==> config.mk <==
export PLATFORM = sky130hd
export DESIGN_NAME = state_digest_streamer
export DESIGN_NICKNAME = d
export VERILOG_FILES = /design/src/rtl/state_digest_streamer.sv
export SDC_FILE = /design/constraint.sdc
export NUM_CORES = 1
export LEC_CHECK = 0
export ABC_AREA = 1
export CAP_MARGIN = 20
export CORE_MARGIN = 10
export CORE_UTILIZATION = 40
export DETAILED_ROUTE_END_ITERATION = 12
export SLEW_MARGIN = 25
export SYNTH_ARGS = -nofsm -noshare
export SYNTH_HDL_FRONTEND = slang
export SYNTH_SLANG_ARGS = --single-unit
==> constraint.sdc <==
create_clock -name clk -period 15.65 [get_ports clk]
set_input_delay 3.13 -clock clk [delete_from_list [all_inputs] [get_ports clk]]
set_output_delay 3.13 -clock clk [all_outputs]
set_load 0.01 [all_outputs]
==> src/rtl/state_digest_streamer.sv <==
// rtl/state_digest_streamer.sv - snapshot capture, per-word stream and rotate-XOR frame signature
// Define DIGEST_SIG_BEAT_EN to append the signature as an extra final beat of each frame.
module state_digest_streamer #(
  parameter int                WIDTH  = 32,
  parameter int                NWORDS = 8,
  parameter int                ROT    = 5,
  parameter logic [WIDTH-1:0]  SEED   = '0
) (
  input  logic                     clk,
  input  logic                     rst,
  input  logic                     cap_valid,
  input  logic [NWORDS*WIDTH-1:0]  cap_data,
  output logic                     cap_ready,
  output logic                     out_valid,
  input  logic                     out_ready,
  output logic [WIDTH-1:0]         out_data,
  output logic                     out_last,
  output logic [WIDTH-1:0]         sig,
  output logic [15:0]              frame_cnt,
  output logic [15:0]              drop_cnt
);

  localparam int IW = $clog2(NWORDS + 1);
  localparam int SW = $clog2(NWORDS);
  localparam logic [IW-1:0] LAST_IDX = IW'(NWORDS - 1);
`ifndef DIGEST_SIG_BEAT_EN
  localparam logic [IW-1:0] PEN_IDX  = IW'(NWORDS - 2);
`endif

  typedef enum logic [1:0] {
    S_IDLE = 2'd0,
    S_SEND = 2'd1,
    S_SIGB = 2'd2
  } state_t;

  state_t            r_state;
  logic [IW-1:0]     r_idx;
  logic [WIDTH-1:0]  r_acc;
  logic [WIDTH-1:0]  r_buf [NWORDS];
  logic              r_out_valid;
  logic              r_out_last;
  logic [WIDTH-1:0]  r_out_data;
  logic [WIDTH-1:0]  r_sig;
  logic [15:0]       r_frame_cnt;
  logic [15:0]       r_drop_cnt;

  logic              w_cap_ready;
  logic              w_hs;
  logic [SW-1:0]     w_sel;
  logic [SW-1:0]     w_sel_nxt;
  logic [WIDTH-1:0]  w_acc_next;

  function automatic logic [WIDTH-1:0] rotl(input logic [WIDTH-1:0] x);
    return (x << ROT) | (x >> (WIDTH - ROT));
  endfunction

  assign w_cap_ready = (r_state == S_IDLE);
  assign w_hs        = r_out_valid & out_ready;
  assign w_sel       = r_idx[SW-1:0];
  assign w_sel_nxt   = w_sel + 1'b1;
  assign w_acc_next  = rotl(r_acc) ^ r_buf[w_sel];

  // The buffer is only written from IDLE, so refused snapshots never disturb a frame in flight.
  always_ff @(posedge clk or posedge rst) begin
    if (rst) begin
      for (int i = 0; i < NWORDS; i++) r_buf[i] <= '0;
    end else if (w_cap_ready && cap_valid) begin
      for (int i = 0; i < NWORDS; i++) r_buf[i] <= cap_data[i*WIDTH +: WIDTH];
    end
  end

  always_ff @(posedge clk or posedge rst) begin
    if (rst) begin
      r_drop_cnt <= '0;
    end else if (cap_valid && !w_cap_ready && (r_drop_cnt != 16'hFFFF)) begin
      r_drop_cnt <= r_drop_cnt + 16'd1;
    end
  end

  always_ff @(posedge clk or posedge rst) begin
    if (rst) begin
      r_state     <= S_IDLE;
      r_idx       <= '0;
      r_acc       <= '0;
      r_out_valid <= 1'b0;
      r_out_last  <= 1'b0;
      r_out_data  <= '0;
      r_sig       <= '0;
      r_frame_cnt <= '0;
    end else begin
      case (r_state)
        S_IDLE: begin
          if (cap_valid) begin
            r_idx       <= '0;
            r_acc       <= SEED;
            r_out_valid <= 1'b1;
            r_out_last  <= 1'b0;
            r_out_data  <= cap_data[WIDTH-1:0];
            r_state     <= S_SEND;
          end
        end
        S_SEND: begin
          if (w_hs) begin
            r_acc <= w_acc_next;
            if (r_idx == LAST_IDX) begin
`ifdef DIGEST_SIG_BEAT_EN
              r_idx      <= r_idx + 1'b1;
              r_out_data <= w_acc_next;
              r_out_last <= 1'b1;
              r_state    <= S_SIGB;
`else
              r_out_valid <= 1'b0;
              r_out_last  <= 1'b0;
              r_out_data  <= '0;
              r_sig       <= w_acc_next;
              r_frame_cnt <= r_frame_cnt + 16'd1;
              r_state     <= S_IDLE;
`endif
            end else begin
              // Next word is preloaded here so out_data/out_last are plain registers.
              r_idx      <= r_idx + 1'b1;
              r_out_data <= r_buf[w_sel_nxt];
`ifdef DIGEST_SIG_BEAT_EN
              r_out_last <= 1'b0;
`else
              r_out_last <= (r_idx == PEN_IDX);
`endif
            end
          end
        end
`ifdef DIGEST_SIG_BEAT_EN
        S_SIGB: begin
          if (w_hs) begin
            r_out_valid <= 1'b0;
            r_out_last  <= 1'b0;
            r_out_data  <= '0;
            r_sig       <= r_acc;
            r_frame_cnt <= r_frame_cnt + 16'd1;
            r_state     <= S_IDLE;
          end
        end
`endif
        default: begin
          r_out_valid <= 1'b0;
          r_out_last  <= 1'b0;
          r_state     <= S_IDLE;
        end
      endcase
    end
  end

  assign cap_ready = w_cap_ready;
  assign out_valid = r_out_valid;
  assign out_last  = r_out_last;
  assign out_data  = r_out_data;
  assign sig       = r_sig;
  assign frame_cnt = r_frame_cnt;
  assign drop_cnt  = r_drop_cnt;

endmodule

==> metrics <==
FILL cells=4911; clk root buf=clkbuf_16; synthesized cell area=roughly 0.021 sq mm; Post-Syn Nets=2900; largest net degree at the start of global routing=216; Initial Util=0.402; setup bufs post-CTS=0; Worst R2R Path Depth=8; Logic pwr share=0.494; Nets=~3200; Cell variety after synth=31; Area Growth Syn to Fin=25.2%; full die area=between 0.06 and 0.07 sq mm; sequential area share after synthesis=0.475; post-route ant nets=0; area occupied by multi-input gates=0.00889 sq mm; DR pass1 iterations=6; met1 Use GR=0.335; CTS sink count=390; grt met3 use=0.0520; Die Wd=247 microns; Iteration-0 DRC Markers=2103; Bufs on Longest Clock Path=3; worst slew pin tran=approximately 1.0 ns; first-pass GRT wire length=113000 microns; unrepaired setup endpoints after global routing=false; Min-Delay Path Depth=1; Setup CP Type=input port to flop; global placer's final weighted congestion=0.869; post-synthesis area per instance=7.80 sq um; switching part of the total=0.451; core area=0.0511 sq mm; CTS tree=yes; peak supply drop=187 uV; Gate Count Post-Synth=2636; CP max-delay cell=buf_4; post-route setup TNS=0 ns; Lkg Pwr=around 12 nW; Int Pwr=0.00309 W; initial antenna violation count=1; WP data required=around 16 ns; post-cts gate resize count=0; proportion of power drawn by flip-flops and latches=0.324; Routed WL per cell=20.7 microns; Final HPWL DP=52100 microns; H-tree Lvls=2; Clock Latency Late Sink=0.59 ns; via count of the routed design=19286; sequential cell area=0.00976 sq mm; hold_buf cts=0; Slew Limit Headroom=0.310; Fin. Hold Viols=0; Syn. warnings=0; Switch Pwr=between 0.002 and 0.003 W; worst hold margin=0.465 ns; GRT met2 Usage=0.370; Detailed Route WL=around 75000 microns; crit path max fanout=between 100 and 150; Via density=roughly 5.4; Slew Limit Fails=0; I/O Pins=359; Final period util=0.360; Post-route DRC=0; GR peak layer=met2; clk slew on worst S/H paths=0.06 ns; Tmin final=5.63 ns; vias in the first global route=18783; crit end category=flop; skew final=0.0231 ns; Rows=83; status=completed; Die Height=247 microns; fmax=178 MHz; startpoint types=input port; GR Util All Layers=0.241; delay of the slowest critical-path stage=about 0.74 ns; CP Cell Sequence=clkdlybuf4s50_1, nand2_8, buf_6, buf_4, mux2_2; Final Setup Violations=0; Power per Cell Area=219 mW/mm^2; CTS Buf Count=46; grt total ovfl=0; Synth Register Bits=390; Max-Cap Viols=0; layout cell share with drive strength beyond 1=0.0675; clock share of power=0.183; worst min path class=flop to flop; CP arrival=6.09 ns; count of port buffers added during placement=358
flip-flops by register name, indices dropped and copies added, names as in the netlist:
| name | count |
|---|---|
| r_buf | 256 |
| out_data | 32 |
| r_acc | 32 |
| sig | 32 |
| drop_cnt | 16 |
| frame_cnt | 16 |
| r_idx | 4 |
| out_last | 1 |
| out_valid | 1 |
path summary, 6_finish.rpt:
| path | from | end | slack [ns] |
|---|---|---|---|
| worst max-delay path | cap_valid | r_buf[197] | 10.02 |
| worst min-delay path | r_idx[3] | r_idx[3] | 0.47 |
| worst max register to register | r_idx[0] | out_data[16] | 11.33 |
| worst min register to register | r_idx[3] | r_idx[3] | 0.47 |
| max in group asynchronous | rst | r_buf[2] | 10.63 |
| min in group asynchronous | rst | r_buf[178] | 3.02 |
Yosys cell counts, drive strengths merged:
cell type    n  area (sq um)
a21oi      283          1500
buf        135           778
clkbuf      40           151
dfrtp      390          9760
ha           4          50.1
inv        269          1010
mux2        70           788
nand2      563          2120
nand3      378          1900
nand3b       3          22.5
nand4        3          18.8
nor2       267          1020
nor3         8          50.1
o211ai      62           465
o21ai      133           666
o22ai        2          12.5
xnor2       10          87.6
xor2        16           159
layer usage:
| layer | routed length [microns] | share of wire |
|---|---|---|
| met5 | 0 | 0 |
| met1 | 32700 | 0.44 |
| met3 | 6190 | 0.083 |
| met4 | 1920 | 0.026 |
| met2 | 33700 | 0.45 |
layout by cell type (no fill, tap or decap), types with 2 or more instances in the layout:
cell,instances
inv_2,5
diode_2,2
nor2_1,264
clkdlybuf4s50_1,358
a21oi_1,260
xnor2_1,10
xor2_1,15
buf_4,16
clkbuf_1,16
nand3_1,377
nor3_1,6
dfrtp_1,388
clkbuf_8,6
nand2_1,561
nand3b_1,3
mux2_2,70
o211ai_1,62
o21ai_1,56
o22ai_1,2
buf_12,2
inv_1,262
nor2_4,3
a21oi_2,23
ha_1,3
clkinv_2,8
nor3_2,2
nand4_1,3
buf_6,2
o21ai_0,77
clkbuf_16,47
cell type report:
cell class                 instances  area share
antenna                            2    0.000194
clock buffer                      69      0.0512
clock inverter                    11     0.00335
inverter                         269      0.0398
multi-input combinational       1802       0.346
sequential                       390       0.379
tap                              680      0.0331
timing repair buffer             379       0.147
power groups by stage:
| stage | combinational [W] | sequential, W | clock (W) |
|---|---|---|---|
| after floorplan | 0.00189 | 0.00173 | 0 |
| after global placement | 0.00270 | 0.00181 | 0 |
| after detailed placement | 0.00276 | 0.00183 | 0 |
| after CTS | 0.00278 | 0.00182 | 0.00105 |
| after global routing | 0.00310 | 0.00188 | 0.00109 |
| final | 0.00279 | 0.00183 | 0.00103 |
stage by stage:
| stage | power, W | std cells | setup slack, ns | utilization | instance area, sq um |
|---|---|---|---|---|---|
| global route | 0.00606 | 3600 | 9.85 | 0.504 | 25700 |
| finish | 0.00564 | 3602 | 10.02 | 0.504 | 25700 |
| CTS | 0.00564 | 3599 | 10.07 | 0.503 | 25700 |
| floorplan | 0.00362 | 2636 | 1.68 | - | 20600 |
| global placement | 0.00451 | 3518 | 9.21 | 0.475 | 24300 |
| detailed placement | 0.00459 | 3519 | 9.45 | 0.475 | 24300 |
cells by family after synthesis:
| group | count (synthesis) | share of synthesized area |
|---|---|---|
| compound gates | 480 | 0.129 |
| buf+inv | 444 | 0.0944 |
| simple gates | 1222 | 0.249 |
| fa+ha+maj | 4 | 0.00244 |
| mux | 70 | 0.0384 |
| xor+xnor | 26 | 0.0120 |
| flops | 390 | 0.475 |
critical path, delay by kind of cell:
kind | cells | cell delay, ns
mux | 1 | 0.41
simple gates | 1 | 0.45
buf+inv | 3 | 1.98
No activity file was read; power rests on OpenSTA's default activity.
==> patch 1 (same flow settings) <==
Build with the macro `DIGEST_SIG_BEAT_EN` defined.
--- a/src/rtl/state_digest_streamer.sv
+++ b/src/rtl/state_digest_streamer.sv
@@ -1,5 +1,7 @@
 // rtl/state_digest_streamer.sv - snapshot capture, per-word stream and rotate-XOR frame signature
 // Define DIGEST_SIG_BEAT_EN to append the signature as an extra final beat of each frame.
+`define DIGEST_SIG_BEAT_EN
+
 module state_digest_streamer #(
   parameter int                WIDTH  = 32,
   parameter int                NWORDS = 8,
Function: no difference found for any inputs over 4 cycles, from zero or initial values and one cycle with rst high; that may be too few to reach the edited logic, so the function may still have changed.
==> patch 1 against the unedited design <==
Sequential cell count up 2; first-iteration DRC count fell by 8.7%; via count is 7.9% higher; worst setup slack better by 75 ps; sequential share of layout area down 0.99 points; cell area rose by 3.2%; non-clock buffer count up 3; total power shrank 2.0%; clock power grew 4%; die area up 3.4%; synthesized area rose by 3.8%; combinational power barely moved; wire length rose by 6.3%; sequential power decreased by 8%; critical path type unchanged; largest cell class unchanged.
==> patch 1: results (changes against the unedited design) <==
stage	metric	value	unit	change
pwr	switching_power	0.00249	W	-2.2%
yosys	yosys-top-cells-area	dfrtp_1 46%, nand2_1 15%, nand3_1 11%		
final_layout	clkCellAreaFrac	5.52	%	+0.061 points
final_layout	multi_input_comb_cells	2029		+13%
place	place_hpwl	56200	microns	+7.8%
place	dp.cells	3867		+9.9%
place	place_area	25000	sq um	+3.1%
place	gp_congestion	0.939		+8.1%
setup_path	rrSetupSlack	11850	ps	+520 ps
cts	clkSinkCount	392		+0.51%
setup_path	timing.rr.start	r_idx[1]$_DFFE_PP0P_		
final_layout	clock_buffers	70		+1.4%
pwr	clock_power_share	19.3	%	+1.0 points
yosys	synth_compound_area_share	9.75	%	-3.1 points
global_route	antenna_found_initial	3		+2
pwr	leakage	12.9	nW	+6.7%
pwr	comb_power	0.00278	W	about the same
final_layout	finalNetCount	3497		+11%
floorplanning	num_rows	84		+1.2%
final_layout	fin_cells	3950		+9.7%
status	status	complete, no violations		
global_route	grt_pass1_wl	121000	microns	+7.2%
hold_path	whs_path_depth	2		+1
sta	post-route-period-util	35.5	%	-0.48 points
final_layout	multi_input_area	9180	sq um	+3.2%
global_route	grt_usage	24.6	%	+0.52 points
drt	routed_wl	79300	microns	+6.3%
setup_path	reg2reg_depth	11		+3
yosys	synthMuxAreaShare	0.158	%	-3.7 points
setup_path	worstPathMaxFanout	118		+4.4%
global_route	grt_max_degree	137		-37%
global_route	grt_pass1_vias	20600		+9.8%
yosys	syn-num-nets	3254		+12%
place	dpl_worst_slack	9000	ps	-452 ps
final_layout	drive_above_1_share	3.65	%	-3.1 points
hold_path	worstHoldStart	out_data[10]$_DFFE_PP0P_		
final_layout	buffer_area_share	14.3	%	-0.41 points
drt	drtIter0Drc	1920		-8.7%
final_layout	signal_buffers	382		+0.79%
setup_path	reg2reg_to	out_data[17]$_DFFE_PP0P_		
==> patch 1: cell types whose count changed after synthesis, moves of 7 or more <==
cell,unedited run,this run
a21oi_2,23,0
buf_1,20,12
nand3_1,377,486
nand2_1,561,833
o21ai_0,77,104
buf_6,10,3
mux2_2,70,3
o211ai_1,62,29
inv_1,265,371
buf_4,14,29
o21ai_1,56,6
nor2_1,265,245
clkbuf_1,39,55
==> patch 1: logic make-up (layout without fill, tap and decap cells) <==
family,count (synthesis),after routing
compound gates,399,399
fa+ha+maj,7,7
mux,3,3
buf+inv,566,841
flops,392,392
xor+xnor,31,31
simple gates,1589,1589
==> patch 1: critical path, cell delays in order <==
cell and delay [ps]:
clkdlybuf4s50_1 540, nand2_8 490, buf_4 790, buf_6 690
nor2_1 100, a21oi_1 160
==> patch 1: routing by layer <==
metal	global-route usage, %	routed length, microns	part of all wire (%)
met1	29.7	31200	39
met2	41.7	38800	49
met3	4.26	5010	6.3
met4	12.3	4240	5.3
met5	0	45	0.057
==> patch 2 (config.mk and constraints unchanged) <==
Without the edit above. Reset style: synchronous (`rst`), changed in 3 clocked blocks.
--- a/src/rtl/state_digest_streamer.sv
+++ b/src/rtl/state_digest_streamer.sv
@@ -61,7 +61,7 @@
   assign w_acc_next  = rotl(r_acc) ^ r_buf[w_sel];
 
   // The buffer is only written from IDLE, so refused snapshots never disturb a frame in flight.
-  always_ff @(posedge clk or posedge rst) begin
+  always_ff @(posedge clk) begin
     if (rst) begin
       for (int i = 0; i < NWORDS; i++) r_buf[i] <= '0;
     end else if (w_cap_ready && cap_valid) begin
@@ -69,7 +69,7 @@
     end
   end
 
-  always_ff @(posedge clk or posedge rst) begin
+  always_ff @(posedge clk) begin
     if (rst) begin
       r_drop_cnt <= '0;
     end else if (cap_valid && !w_cap_ready && (r_drop_cnt != 16'hFFFF)) begin
@@ -77,7 +77,7 @@
     end
   end
 
-  always_ff @(posedge clk or posedge rst) begin
+  always_ff @(posedge clk) begin
     if (rst) begin
       r_state     <= S_IDLE;
       r_idx       <= '0;
Behaviour: differs if rst is asserted again (counterexample within 4 cycles, from zero or initial values and one cycle with rst high); with rst held inactive, the same outputs for 4 cycles.
==> patch 2 against the unedited design <==
Sequential cell count rose by 3; fmax fell by 13%; cell area rose by 2.3%; cell count rose by 5.2%; wire length rose by 1.3%; worst setup slack got worse by 830 ps; synthesized area rose by 2.6%; critical path type unchanged.
Power is not compared: it rests on default switching activity, and its combinational part moved more than twofold at a synthesized area within 25%.
==> patch 2: results (changes against the unedited design) <==
stage	metric	value	unit	change
status	status	complete, no violations		
setup_path	reg2reg_depth	5		-3
sta	finalSetupTns	0	ps	unchanged
global_route	antenna_found_initial	0		-1
cts	clk_pin_slew	60	ps	about the same
sta	fin_skew	25.1	ps	+1.93 ps
hold_path	holdPathEnd	r_acc[1]$_SDFFE_PP0P_		
yosys	syn-num-nets	3073		+6.0%
global_route	grt_pass1_vias	19000		+1.1%
drt	drtIter0Drc	1938		-7.8%
cts	numCtsBuffers	44		-4.3%
pwr	ir_drop	0.0000743	V	
global_route	grt_usage	23.5	%	-0.58 points
place	portBuffers	358		unchanged
setup_path	cpPeakStageDelay	830	ps	+90 ps
place	place_hpwl	54800	microns	+5.0%
setup_path	crit_start	cap_valid		
sta	worst_pin_slew	996	ps	-39.4 ps
setup_path	timing.rr.start	out_valid$_SDFFE_PP0P_		
cts	worstSkewPairLatency	590	ps	about the same
place	gp_congestion	0.864		-0.61%
yosys	synth_edf_count	256		+256
setup_path	worstPathMaxFanout	75		-34%
setup_path	crit_type	in2reg		
final_layout	fin_cells	3789		+5.2%
place	dp.cells	3707		+5.3%
final_layout	finalNetCount	3330		+5.6%
global_route	grt_pass1_wl	114000	microns	+1.1%
global_route	grt_max_degree	116		-46%
yosys	synth_seq_area_share	49.5	%	+2.0 points
yosys	yosys-top-cells-area	edfxtp_1 36%, dfxtp_1 13%, nand2_1 11%		
final_layout	diodes	0		-2
final_layout	drive_above_1_share	4.00	%	-2.7 points
setup_path	arrival	6660	ps	+570 ps
hold_path	hp-class	reg2reg		
drt	via_per_inst	5.11		-4.6%
yosys	synthArstFlopShare	0	%	-100 points
yosys	synth_cell_types	35		+13%
cts	htreeDepth	2		unchanged
yosys	synth_ff_type	edfxtp_1		
setup_path	reg2reg_to	r_buf[6][16]$_SDFFCE_PP0P_		
drt	wl_per_cell	19.9	microns	-3.7%
drt	first_pass_iters	5		-1
hold_path	whs_path_depth	2		+1
setup_path	rrSetupSlack	11660	ps	+330 ps
hold_path	worstHoldStart	r_acc[1]$_SDFFE_PP0P_		
yosys	netlist_top_cells_count	591 x nand2_1, 520 x inv_1, 366 x nor2_1		
setup_path	cpMaxStageDelayCell	buf_4		
yosys	synthCells	2809		+6.6%
==> patch 2: area by class of cell <==
cell class	instances	area (sq um)
tap	688	861
inverter	528	1980
multi-input combinational	1722	7880
clock inverter	25	219
fill	5071	26000
sequential	393	10400
clock buffer	56	1220
timing repair buffer	377	3740
==> patch 2: power by group <==
part	switching, W	leakage (nW)	internal (W)
Clock	0.000440	0.699	0.000601
Sequential	0.0000474	3.87	0.00119
Combinational	0.000293	7.04	0.000167
==> patch 2: worst min-delay path, delay by kind of cell (launching register included) <==
kind / cells / cell delay (ps)
simple gates: 1 / 60
compound gates: 1 / 60
flops: 1 / 310
==> patch 2: metal layers <==
metal / part of all wire (%) / vias to the layer above / track usage (%)
li1: - / 9424 / -
met1: 42 / 9007 / 29.9
met2: 47 / 814 / 38.8
met3: 7.2 / 116 / 3.89
met4: 4.0 / 0 / 10.1
met5: 0 / - / 0
==> patch 2: through the flow <==
step | instance area (sq um) | hold WS (ps) | worst slack [ps] | power (W)
after floorplan | 21100 | 451 | 5870 | 0.00150
after global placement | 24900 | 461 | 8680 | 0.00171
after detailed placement | 24900 | 468 | 8570 | 0.00171
after CTS | 26300 | 477 | 9180 | 0.00275
after global routing | 26300 | 500 | 8930 | 0.00285
final | 26300 | 477 | 9190 | 0.00274
==> patch 2: cell families after synthesis <==
family | Yosys count | synth area share [%]
and+or+nand+nor | 1238 | 24.3
adders and majority gates | 4 | 0.237
xor gates and xnor gates | 11 | 0.457
AOI/OAI and AO/OA | 469 | 12.2
DFF | 393 | 49.5
buffers and inverters | 694 | 13.3
